File: src/rtl/i2c_sslave.sv
// I2C responder emulating a 24C08-style EEPROM backed by an external byte RAM
// with registered read. SCL/SDA are synchronized and glitch-filtered before decode.
module i2c_sslave #(
    parameter logic [4:0] DEV_HI     = 5'b10100,
    parameter int         WPAGE_BITS = 4,
    parameter int         FILT       = 3
) (
    input  logic       clock_i,
    input  logic       reset_i,
    input  logic       scl_i,
    input  logic       sda_i,
    output logic       sda_oe_o,
    output logic [9:0] mem_adr_o,
    output logic [7:0] mem_dat_o,
    output logic       mem_we_o,
    input  logic [7:0] mem_dat_i,
    output logic       busy_o
);

    localparam int             FCW       = $clog2(FILT + 1);
    localparam logic [FCW-1:0] FILT_LAST = FCW'(FILT - 1);
    localparam logic [FCW-1:0] FCNT_ONE  = FCW'(1);
    localparam logic [9:0]     PG_MASK   = 10'((1 << WPAGE_BITS) - 1);

    // IDLE | DEVADR/WADR/WDATA shift in | *ACK our ack slot | RDATA/RACK shift out, master ack | WAITSTOP ignore bus
    typedef enum logic [3:0] {
        S_IDLE, S_DEVADR, S_DEVACK, S_WADR, S_WADRACK,
        S_WDATA, S_WDACK, S_RDATA, S_RACK, S_WAITSTOP
    } state_t;

    logic [1:0]     r_scl_sync, r_sda_sync;
    logic [FCW-1:0] r_scl_cnt, r_sda_cnt;
    logic           r_scl_f, r_sda_f, r_scl_d, r_sda_d;

    state_t         r_state, w_state_nxt;
    logic [3:0]     r_bcnt, w_bcnt_nxt;
    logic [7:0]     r_shift, w_shift_nxt;
    logic [9:0]     r_ptr, w_ptr_nxt;
    logic           r_sda_oe, w_oe_nxt;
    logic           r_busy, w_busy_nxt;
    logic           r_rw, w_rw_nxt;
    logic           r_wpend, w_wpend_nxt;
    logic           r_we, w_we_nxt;
    logic [7:0]     r_wdat, w_wdat_nxt;

    logic       w_scl_rise, w_scl_fall, w_start, w_stop;
    logic       w_byte_done, w_last_bit;
    logic [7:0] w_byte;
    logic [9:0] w_ptr_page;

    always_ff @(posedge clock_i or negedge reset_i) begin
        if (!reset_i) begin
            r_scl_sync <= 2'b11;
            r_sda_sync <= 2'b11;
            r_scl_cnt  <= '0;
            r_sda_cnt  <= '0;
            r_scl_f    <= 1'b1;
            r_sda_f    <= 1'b1;
            r_scl_d    <= 1'b1;
            r_sda_d    <= 1'b1;
        end else begin
            r_scl_sync <= {r_scl_sync[0], scl_i};
            r_sda_sync <= {r_sda_sync[0], sda_i};
            r_scl_d    <= r_scl_f;
            r_sda_d    <= r_sda_f;
            if (r_scl_sync[1] == r_scl_f) begin
                r_scl_cnt <= '0;
            end else if (r_scl_cnt == FILT_LAST) begin
                r_scl_f   <= r_scl_sync[1];
                r_scl_cnt <= '0;
            end else begin
                r_scl_cnt <= r_scl_cnt + FCNT_ONE;
            end
            if (r_sda_sync[1] == r_sda_f) begin
                r_sda_cnt <= '0;
            end else if (r_sda_cnt == FILT_LAST) begin
                r_sda_f   <= r_sda_sync[1];
                r_sda_cnt <= '0;
            end else begin
                r_sda_cnt <= r_sda_cnt + FCNT_ONE;
            end
        end
    end

    assign w_scl_rise  = r_scl_f & ~r_scl_d;
    assign w_scl_fall  = ~r_scl_f & r_scl_d;
    assign w_start     = r_scl_f & r_scl_d & r_sda_d & ~r_sda_f;
    assign w_stop      = r_scl_f & r_scl_d & ~r_sda_d & r_sda_f;
    assign w_byte      = {r_shift[6:0], r_sda_f};
    assign w_byte_done = (r_bcnt == 4'd8);
    assign w_last_bit  = (r_bcnt == 4'd7);
    // Write pointer advances inside the page only; upper bits are held.
    assign w_ptr_page  = (r_ptr & ~PG_MASK) | ((r_ptr + 10'd1) & PG_MASK);

    always_ff @(posedge clock_i or negedge reset_i) begin
        if (!reset_i) begin
            r_state  <= S_IDLE;
            r_bcnt   <= '0;
            r_shift  <= '0;
            r_ptr    <= '0;
            r_sda_oe <= 1'b0;
            r_busy   <= 1'b0;
            r_rw     <= 1'b0;
            r_wpend  <= 1'b0;
            r_we     <= 1'b0;
            r_wdat   <= '0;
        end else begin
            r_state  <= w_state_nxt;
            r_bcnt   <= w_bcnt_nxt;
            r_shift  <= w_shift_nxt;
            r_ptr    <= w_ptr_nxt;
            r_sda_oe <= w_oe_nxt;
            r_busy   <= w_busy_nxt;
            r_rw     <= w_rw_nxt;
            r_wpend  <= w_wpend_nxt;
            r_we     <= w_we_nxt;
            r_wdat   <= w_wdat_nxt;
        end
    end

    always_comb begin
        w_state_nxt = r_state;
        w_bcnt_nxt  = r_bcnt;
        w_shift_nxt = r_shift;
        w_ptr_nxt   = r_ptr;
        w_oe_nxt    = r_sda_oe;
        w_busy_nxt  = r_busy;
        w_rw_nxt    = r_rw;
        w_wpend_nxt = 1'b0;
        w_we_nxt    = 1'b0;
        w_wdat_nxt  = r_wdat;

        if (r_we) begin
            w_ptr_nxt = w_ptr_page;
        end
        if (r_wpend) begin
            w_we_nxt   = 1'b1;
            w_wdat_nxt = r_shift;
        end

        if (w_stop) begin
            w_state_nxt = S_IDLE;
            w_oe_nxt    = 1'b0;
            w_busy_nxt  = 1'b0;
            w_bcnt_nxt  = '0;
        end else if (w_start) begin
            w_state_nxt = S_DEVADR;
            w_oe_nxt    = 1'b0;
            w_bcnt_nxt  = '0;
        end else begin
            case (r_state)
                S_DEVADR: begin
                    if (w_scl_rise && !w_byte_done) begin
                        w_shift_nxt = w_byte;
                        w_bcnt_nxt  = r_bcnt + 4'd1;
                        if (w_last_bit) begin
                            if (w_byte[7:3] == DEV_HI) begin
                                w_ptr_nxt[9:8] = w_byte[2:1];
                                w_rw_nxt       = w_byte[0];
                                w_busy_nxt     = 1'b1;
                            end else begin
                                w_state_nxt = S_WAITSTOP;
                                w_busy_nxt  = 1'b0;
                            end
                        end
                    end else if (w_scl_fall && w_byte_done) begin
                        w_oe_nxt    = 1'b1;
                        w_state_nxt = S_DEVACK;
                    end
                end
                S_DEVACK: begin
                    if (w_scl_fall) begin
                        w_bcnt_nxt = '0;
                        if (r_rw) begin
                            w_shift_nxt = mem_dat_i;
                            w_oe_nxt    = ~mem_dat_i[7];
                            w_state_nxt = S_RDATA;
                        end else begin
                            w_oe_nxt    = 1'b0;
                            w_state_nxt = S_WADR;
                        end
                    end
                end
                S_WADR: begin
                    if (w_scl_rise && !w_byte_done) begin
                        w_shift_nxt = w_byte;
                        w_bcnt_nxt  = r_bcnt + 4'd1;
                        if (w_last_bit) begin
                            w_ptr_nxt[7:0] = w_byte;
                        end
                    end else if (w_scl_fall && w_byte_done) begin
                        w_oe_nxt    = 1'b1;
                        w_state_nxt = S_WADRACK;
                    end
                end
                S_WDATA: begin
                    if (w_scl_rise && !w_byte_done) begin
                        w_shift_nxt = w_byte;
                        w_bcnt_nxt  = r_bcnt + 4'd1;
                        w_wpend_nxt = w_last_bit;
                    end else if (w_scl_fall && w_byte_done) begin
                        w_oe_nxt    = 1'b1;
                        w_state_nxt = S_WDACK;
                    end
                end
                S_WADRACK, S_WDACK: begin
                    if (w_scl_fall) begin
                        w_oe_nxt    = 1'b0;
                        w_bcnt_nxt  = '0;
                        w_state_nxt = S_WDATA;
                    end
                end
                S_RDATA: begin
                    if (w_scl_rise && !w_byte_done) begin
                        w_bcnt_nxt = r_bcnt + 4'd1;
                    end else if (w_scl_fall) begin
                        if (w_byte_done) begin
                            w_oe_nxt    = 1'b0;
                            w_state_nxt = S_RACK;
                        end else begin
                            w_shift_nxt = {r_shift[6:0], 1'b0};
                            w_oe_nxt    = ~r_shift[6];
                        end
                    end
                end
                S_RACK: begin
                    if (w_scl_rise) begin
                        w_ptr_nxt = r_ptr + 10'd1;
                        if (r_sda_f) begin
                            w_state_nxt = S_WAITSTOP;
                            w_busy_nxt  = 1'b0;
                        end
                    end else if (w_scl_fall) begin
                        w_shift_nxt = mem_dat_i;
                        w_oe_nxt    = ~mem_dat_i[7];
                        w_bcnt_nxt  = '0;
                        w_state_nxt = S_RDATA;
                    end
                end
                default: ;
            endcase
        end
    end

    assign sda_oe_o  = r_sda_oe;
    assign mem_adr_o = r_ptr;
    assign mem_dat_o = r_wdat;
    assign mem_we_o  = r_we;
    assign busy_o    = r_busy;

endmodule

File: config.mk
export PLATFORM = sky130hd
export DESIGN_NAME = i2c_sslave
export DESIGN_NICKNAME = d
export VERILOG_FILES = /design/src/rtl/i2c_sslave.sv
export SDC_FILE = /design/constraint.sdc
export NUM_CORES = 1
export LEC_CHECK = 0
export CORE_UTILIZATION = 35
export DETAILED_ROUTE_END_ITERATION = 8
export PLACE_DENSITY = 0.61
export SYNTH_ARGS = -nofsm -noshare
export SYNTH_HDL_FRONTEND = slang
export SYNTH_SLANG_ARGS = --single-unit
File: constraint.sdc
create_clock -name clock_i -period 2.01 [get_ports clock_i]
set_input_delay 0.3015 -clock clock_i [delete_from_list [all_inputs] [get_ports clock_i]]
set_output_delay 0.3015 -clock clock_i [all_outputs]
set_load 0.02 [all_outputs]
==> key figures, run 1 <==
Outcome
  • Outcome: complete, but fails checks
  • Failing checks: negative setup slack

Drt
  • DRC Markers: 0
  • DRT iter0 DRCs: 231
  • Routed len/inst: 17.0 microns
  • Antenna Nets Post-Route: 0
  • Vias/cell: 5.64
  • Post-Route WL: 8900 microns
  • DR vias: 2946
  • 1st-pass router iterations: 5

Worst setup path
  • CP startpoint kind: flop
  • R2r worst-path depth: 11
  • Reg2reg end: mem_adr_o[2]$_DFF_PN0_
  • Data required, critical path: 2.20 ns
  • Worst Setup SP: r_scl_d$_DFF_PN1_
  • Reg-to-reg startpoint: r_scl_d$_DFF_PN1_
  • Crit. End Element: flop
  • R2r setup slk: -0.12 ns
  • CP max FO: 6
  • WS Path Type: reg2reg
  • CP arrival: 2.32 ns

Hold path
  • Hold Path End: r_scl_sync[1]$_DFF_PN1_
  • HP Class: reg2reg
  • Worst min-delay path startpoint: r_scl_sync[0]$_DFF_PN1_
  • Hold path cells: 0

Floorplan
  • I/O pins: 33
  • Die span in y: 96.0 microns
  • Die width: 96.0 microns
  • Initial Util: 36.9%
  • # rows: 33
  • Core Footprint: 8380 sq um
  • Die area: 9220 sq um

Synthesis
  • Synth Flop Type: dfrtp_1
  • Adder-cell share of the synthesized area: 2.43%
  • Synthesized instance count: 328
  • Synthesis Warnings: 0
  • Compound-Gate Fraction of Synth Area: 19.6%
  • Synth Register Bits: 51
  • Share of the synthesized area in the top cell type: 34.8%
  • Number of synthesized flops with an enable pin: 0
  • Largest cells by area after synthesis: dfrtp_1 (35%), mux2_2 (6.9%), dfstp_2 (6.8%)
  • Async S/R FF share, synth: 100%
  • Synthesized area per cell: 9.44 sq um
  • Cell variety after synth: 63
  • Simple-Gate Fraction of Synth Area: 22.4%
  • Seq/Total Area, Yosys: 41.6%
  • Mux contribution to synthesized area: 7.56%
  • Syn Std Cell Area: 3100 sq um
  • Top cell type by total area after synthesis: dfrtp_1
  • Post-Synth XOR/XNOR Area: 2.55%
  • Net count after synthesis: 346
  • Main combinational cell family by area after synthesis: simple AND/OR/NAND/NOR gates

Timing
  • Slew @ Worst Pin: 0.531 ns
  • Post-route minimum period: 2.13 ns
  • Tcrit/Tclk final: 106%
  • Final Skew: 0.0131 ns
  • Setup violators final: 21
  • Slew margin rel.: 64.6%
  • Unrepaired setup endpoints after global routing: yes
  • Setup ws final: -0.119 ns
  • Max-slew violations: 0
  • Setup_tns: -0.958 ns
  • Fmax: 470 MHz
  • Final Hold Fails: 0
  • Worst hold margin: 0.363 ns

Pwr
  • Register share of total power: 27.5%
  • Gate power share: 60.8%
  • Clock Power Share: 11.7%
  • Total power: 5.69 mW
  • LEAKAGE: 1.84 nW
  • Maximum vdd drop: 605 uV
  • Sw Ratio: 41.4%
  • Power density over cell area: 1300 nW/um^2
  • Net Switching: 2.35 mW
  • Internal power: 3.34 mW

Global route
  • Initial antenna violation count: 0
  • First-pass GRT wire length: 13500 microns
  • Pin count of the biggest net entering global routing: 30
  • Final global-route overflow total: 0
  • Overall global routing resource usage: 19.4%
  • Vias in the first global route: 2772

Placed design
  • Place WS: -0.123 ns
  • Dpl hpwl: 6180 microns
  • Port bufs: 32
  • Routability cong.: 0.902
  • Area after DPL: 3960 sq um
  • Dpl cells: 502

Clock tree
  • Root buf cell: clkbuf_8
  • CTS tree: built
  • Clock Sinks: 51
  • Clock Pin Slew Worst Setup and Hold Paths: 0.11 ns
  • Clk buf depth: 2
  • TritonCTS Buffers: 5
  • Skew-Pair Late Insertion Delay: 0.31 ns
  • H-tree depth: 2

Final layout
  • Core Util, Final: 52.1%
  • Area grow syn2layout: 41.0%
  • # fillers: 768
  • Nets@finish: 434
  • Layout Cells excl Fill: 522
  • Design Area, Final: 4370 sq um
  • Diode count: 0
  • Share of layout cells above drive strength 1: 34.8%

Flow run
  • Maxcap violations: 0
==> power groups by stage <==
| stage | Clock [mW] | Combinational [mW] | Sequential (mW) |
|---|---|---|---|
| 2_1_floorplan | 0 | 1.96 | 1.57 |
| 3_3_place_gp | 0 | 2.99 | 1.55 |
| 3_5_place_dp | 0 | 3.02 | 1.57 |
| 4_1_cts | 0.679 | 3.09 | 1.55 |
| 5_1_grt | 0.718 | 3.72 | 1.59 |
| 6_report | 0.667 | 3.46 | 1.57 |
==> synth_stat cells (all sizes together), types with 6 or more instances <==
cell type	n
a21oi	19
buf	10
clkbuf	10
dfrtp	43
dfstp	8
ha	6
inv	8
mux2	19
nand2	42
nand2b	6
nor2	19
nor2b	8
nor3	13
o21ai	22
o22ai	6
==> critical path, stage by stage, from the launching register on <==
cell	delay, ns
dfstp_2	0.59
inv_2	0.05
ha_4	0.18
buf_12	0.13
buf_6	0.11
nand4b_1	0.10
buf_6	0.15
nor4_4	0.06
buf_4	0.15
buf_4	0.13
a221oi_2	0.25
o22ai_1	0.11
==> placed cells by master, fill, tap and decap left out, drive strengths merged, types with 3 or more instances in the layout <==
master         count
nor2b              8
ha                 6
a21oi             19
nand2b             6
o21a               4
a32o               3
and2               4
nand2             42
a22oi              5
clkbuf             6
nor3b              3
o21ai             22
nor3              13
nand3              5
mux2              19
nor2              19
dfstp              8
nand4b             3
xnor2              5
o2bb2ai            5
dfrtp             43
inv                9
xor2               4
clkdlybuf4s50     31
or4b               3
nor4               5
o22ai              6
buf               69
a22o               3
==> what timing repair did <==
action                     in CTS  in global routing
gates resized for setup         5                 40
pin swaps                       3                 21
gates cloned                    0                  0
buffers inserted                1                 13
setup endpoints to repair      17                 28
hold endpoints to repair       14                  0
hold buffers                    1                  0
==> cell families after synthesis <==
| group | Yosys count |
|---|---|
| and+or+nand+nor | 124 |
| AOI/OAI and AO/OA | 89 |
| DFF | 51 |
| buffers and inverters | 28 |
| muxes | 21 |
| xor gates and xnor gates | 9 |
| adders and majority gates | 6 |
==> worst max-delay path by stage <==
stage,endpoint,slack [ns]
2_1_floorplan,r_state[0]$_DFFE_PN0P_,-0.12
3_3_place_gp,r_rw$_DFFE_PN0P_,-0.07
4_1_cts,r_state[0]$_DFFE_PN0P_,-0.12
3_5_place_dp,r_state[0]$_DFFE_PN0P_,-0.12
5_1_grt,r_state[0]$_DFFE_PN0P_,-0.19
6_report,mem_adr_o[2]$_DFF_PN0_,-0.12
==> sequential cells by signal, summed over array words and instances, names as in the netlist <==
name        flops
mem_adr_o      10
mem_dat_o       8
r_shift         8
r_bcnt          4
r_state         4
r_scl_cnt       2
r_scl_sync      2
r_sda_cnt       2
r_sda_sync      2
busy_o          1
mem_we_o        1
r_rw            1
r_scl_d         1
r_scl_f         1
r_sda_d         1
r_sda_f         1
r_wpend         1
sda_oe_o        1
==> per-layer routing <==
layer	track usage, %	routed length, microns	part of all wire (%)	up-vias
met3	3.32	556	6.2	22
met5	0	0	0	-
li1	-	-	-	1384
met1	27.8	4010	45	1429
met2	29.9	4130	46	111
met4	5.85	197	2.2	0
==> layout make-up <==
type / instances / area [sq um] / area share (%)
sequential: 51 / 1290 / 29.5
inverter: 8 / 30.0 / 0.688
tap: 105 / 131 / 3.01
clock inverter: 2 / 13.8 / 0.315
clock buffer: 6 / 82.6 / 1.89
multi-input combinational: 249 / 1920 / 44.1
timing repair buffer: 101 / 898 / 20.6
(Power assumes the default switching activity.)
==> run 2, diff against run 1 <==
--- a/config.mk
+++ b/config.mk
@@ -5,9 +5,10 @@
 export SDC_FILE = /design/constraint.sdc
 export NUM_CORES = 1
 export LEC_CHECK = 0
+export CORE_MARGIN = 2
 export CORE_UTILIZATION = 35
 export DETAILED_ROUTE_END_ITERATION = 8
-export PLACE_DENSITY = 0.61
+export PLACE_DENSITY_LB_ADDON = 0.15
 export SYNTH_ARGS = -nofsm -noshare
 export SYNTH_HDL_FRONTEND = slang
 export SYNTH_SLANG_ARGS = --single-unit
==> key figures, run 2 (synthesis gave the netlist of run 1 again) <==
Outcome
  • Outcome: complete, but fails checks (unchanged)
  • Failing checks: negative setup slack (unchanged)

Global route
  • Vias in the first global route: 2822 (was 2772)
  • Initial antenna violation count: 0 (unchanged)
  • Overall global routing resource usage: 18.9% (was 19.4%)
  • Pin count of the biggest net entering global routing: 52 (was 30)
  • First-pass GRT wire length: 14700 microns (was 13500 microns)
  • Final global-route overflow total: 0 (unchanged)

Pwr
  • LEAKAGE: 1.84 nW (about the same)
  • Power density over cell area: 1370 nW/um^2 (was 1300 nW/um^2)
  • Maximum vdd drop: 563 uV (was 605 uV)

Worst setup path
  • Crit. End Element: flop (unchanged)
  • CP max FO: 4 (was 6)
  • CP arrival: 2.32 ns (about the same)
  • WS Path Type: reg2reg (unchanged)
  • Data required, critical path: 2.22 ns (was 2.20 ns)
  • CP startpoint kind: flop (unchanged)

Floorplan
  • Core Footprint: 8640 sq um (was 8380 sq um)
  • Die span in y: 98.0 microns (was 96.0 microns)
  • Die area: 9610 sq um (was 9220 sq um)
  • Initial Util: 35.8% (was 36.9%)
  • Die width: 98.0 microns (was 96.0 microns)
  • # rows: 34 (was 33)
  • I/O pins: 33 (unchanged)

Timing
  • Final Hold Fails: 0 (unchanged)
  • Tcrit/Tclk final: 105% (was 106%)
  • Slew margin rel.: 69.6% (was 64.6%)
  • Final Skew: 0.00939 ns (was 0.0131 ns)
  • Setup ws final: -0.0979 ns (was -0.119 ns)
  • Setup violators final: 4 (was 21)
  • Unrepaired setup endpoints after global routing: yes (unchanged)
  • Fmax: 474 MHz (was 470 MHz)
  • Post-route minimum period: 2.11 ns (was 2.13 ns)
  • Max-slew violations: 0 (unchanged)
  • Slew @ Worst Pin: 0.454 ns (was 0.531 ns)

Clock tree
  • Clock Pin Slew Worst Setup and Hold Paths: 0.11 ns (about the same)
  • TritonCTS Buffers: 5 (unchanged)
  • Clk buf depth: 2 (unchanged)
  • Skew-Pair Late Insertion Delay: 0.31 ns (about the same)
  • H-tree depth: 2 (unchanged)
  • CTS tree: built (unchanged)
  • Root buf cell: clkbuf_8 (unchanged)
  • Clock Sinks: 51 (unchanged)

Hold path
  • HP Class: reg2reg (unchanged)

Drt
  • 1st-pass router iterations: 6 (was 5)
  • Post-Route WL: 8770 microns (was 8900 microns)
  • Antenna Nets Post-Route: 0 (unchanged)
  • DR vias: 2848 (was 2946)
  • DRT iter0 DRCs: 271 (was 231)
  • Routed len/inst: 16.7 microns (was 17.0 microns)
  • DRC Markers: 0 (unchanged)
  • Vias/cell: 5.44 (was 5.64)

Final layout
  • Largest register FFs: 10 (unchanged)
  • Area grow syn2layout: 41.6% (was 41.0%)
  • Most common cell after layout, fill and taps aside: buf_4 (unchanged)
  • Most frequent cells in the layout: buf_4 (58), nand2_1 (41), dfrtp_1 (41) (was buf_4 (56), dfrtp_1 (43), nand2_1 (40))
  • Nets@finish: 433 (was 434)
  • Design Area, Final: 4380 sq um (was 4370 sq um)
  • Layout Cells excl Fill: 524 (was 522)
  • Share of layout cells above drive strength 1: 34.9% (was 34.8%)
  • Diode count: 0 (unchanged)

Flow run
  • Maxcap violations: 0 (unchanged)

Placed design
  • Dpl hpwl: 6360 microns (was 6180 microns)
  • Place WS: -0.0936 ns (was -0.123 ns)
  • Area after DPL: 4030 sq um (was 3960 sq um)
  • Port bufs: 32 (unchanged)
  • Dpl cells: 511 (was 502)
  • Routability cong.: 0.901 (was 0.902)
-- run 2: layout make-up --
class                           instances  area [sq um]
Clock buffer                            5          68.8
Clock inverter                          3          71.3
Fill cell                             783          4250
Inverter                                8          30.0
Multi-Input combinational cell        249          1900
Sequential cell                        51          1290
Tap cell                              108           135
Timing Repair Buffer                  100           888
-- run 2: power by group --
part	switching (mW)	total, mW	internal [mW]	leakage (nW)
Combinational	1.70	3.51	1.81	1.12
Clock	0.385	0.891	0.506	0.0703
Sequential	0.276	1.59	1.31	0.651
-- run 2: through the flow --
| stage | total power [mW] | utilization (%) | hold WS (ns) | TNS, ns |
|---|---|---|---|---|
| final | 5.99 | 50.7 | 0.362 | -0.214 |
| after global routing | 6.40 | 50.7 | 0.366 | -1.02 |
| after CTS | 5.77 | 48.9 | 0.365 | -0.303 |
| after detailed placement | 4.78 | 46.7 | 0.317 | -0.700 |
| after global placement | 4.76 | 46.7 | 0.322 | -0.575 |
| after floorplan | 3.52 | - | 0.00591 | -0.245 |
-- run 2: path summary, 6_finish.rpt --
path / startpoint / end / slack [ns] / cells past startpoint
max: r_bcnt[1]$_DFFE_PN0P_ / r_state[0]$_DFFE_PN0P_ / -0.1 / 7
max reg2reg: r_bcnt[1]$_DFFE_PN0P_ / r_state[0]$_DFFE_PN0P_ / -0.1 / 7
max in group asynchronous: reset_i / r_sda_f$_DFFE_PN1P_ / 1.21 / 3
min: r_scl_sync[0]$_DFF_PN1_ / r_scl_sync[1]$_DFF_PN1_ / 0.36 / 0
min in group asynchronous: reset_i / r_bcnt[0]$_DFFE_PN0P_ / 0.50 / 3
min reg2reg: r_scl_sync[0]$_DFF_PN1_ / r_scl_sync[1]$_DFF_PN1_ / 0.36 / 0
-- run 2: routing by layer --
| metal | up-vias | global-route usage [%] | share of wire (%) |
|---|---|---|---|
| li1 | 1375 | - | - |
| met3 | 4 | 2.79 | 4.6 |
| met5 | - | 0 | 0 |
| met2 | 65 | 30.3 | 47 |
| met1 | 1404 | 27.7 | 48 |
| met4 | 0 | 3.21 | 0.60 |
-- run 2: what timing repair did --
item,CTS,global route
endpoints found under the setup margin,16,27
hold buffers,1,0
setup buffers,1,3
resized for setup,7,37
gates cloned,0,0
hold endpoints to repair,43,0
pin swaps,4,13
-- run 2: critical path, cell delays in order (launching register included) --
cell and delay, ns:
dfrtp_1 0.39, inv_1 0.05, ha_2 0.18, and3b_1 0.22
o31a_1 0.25, a221o_1 0.38, o22ai_2 0.21, mux2_4 0.32
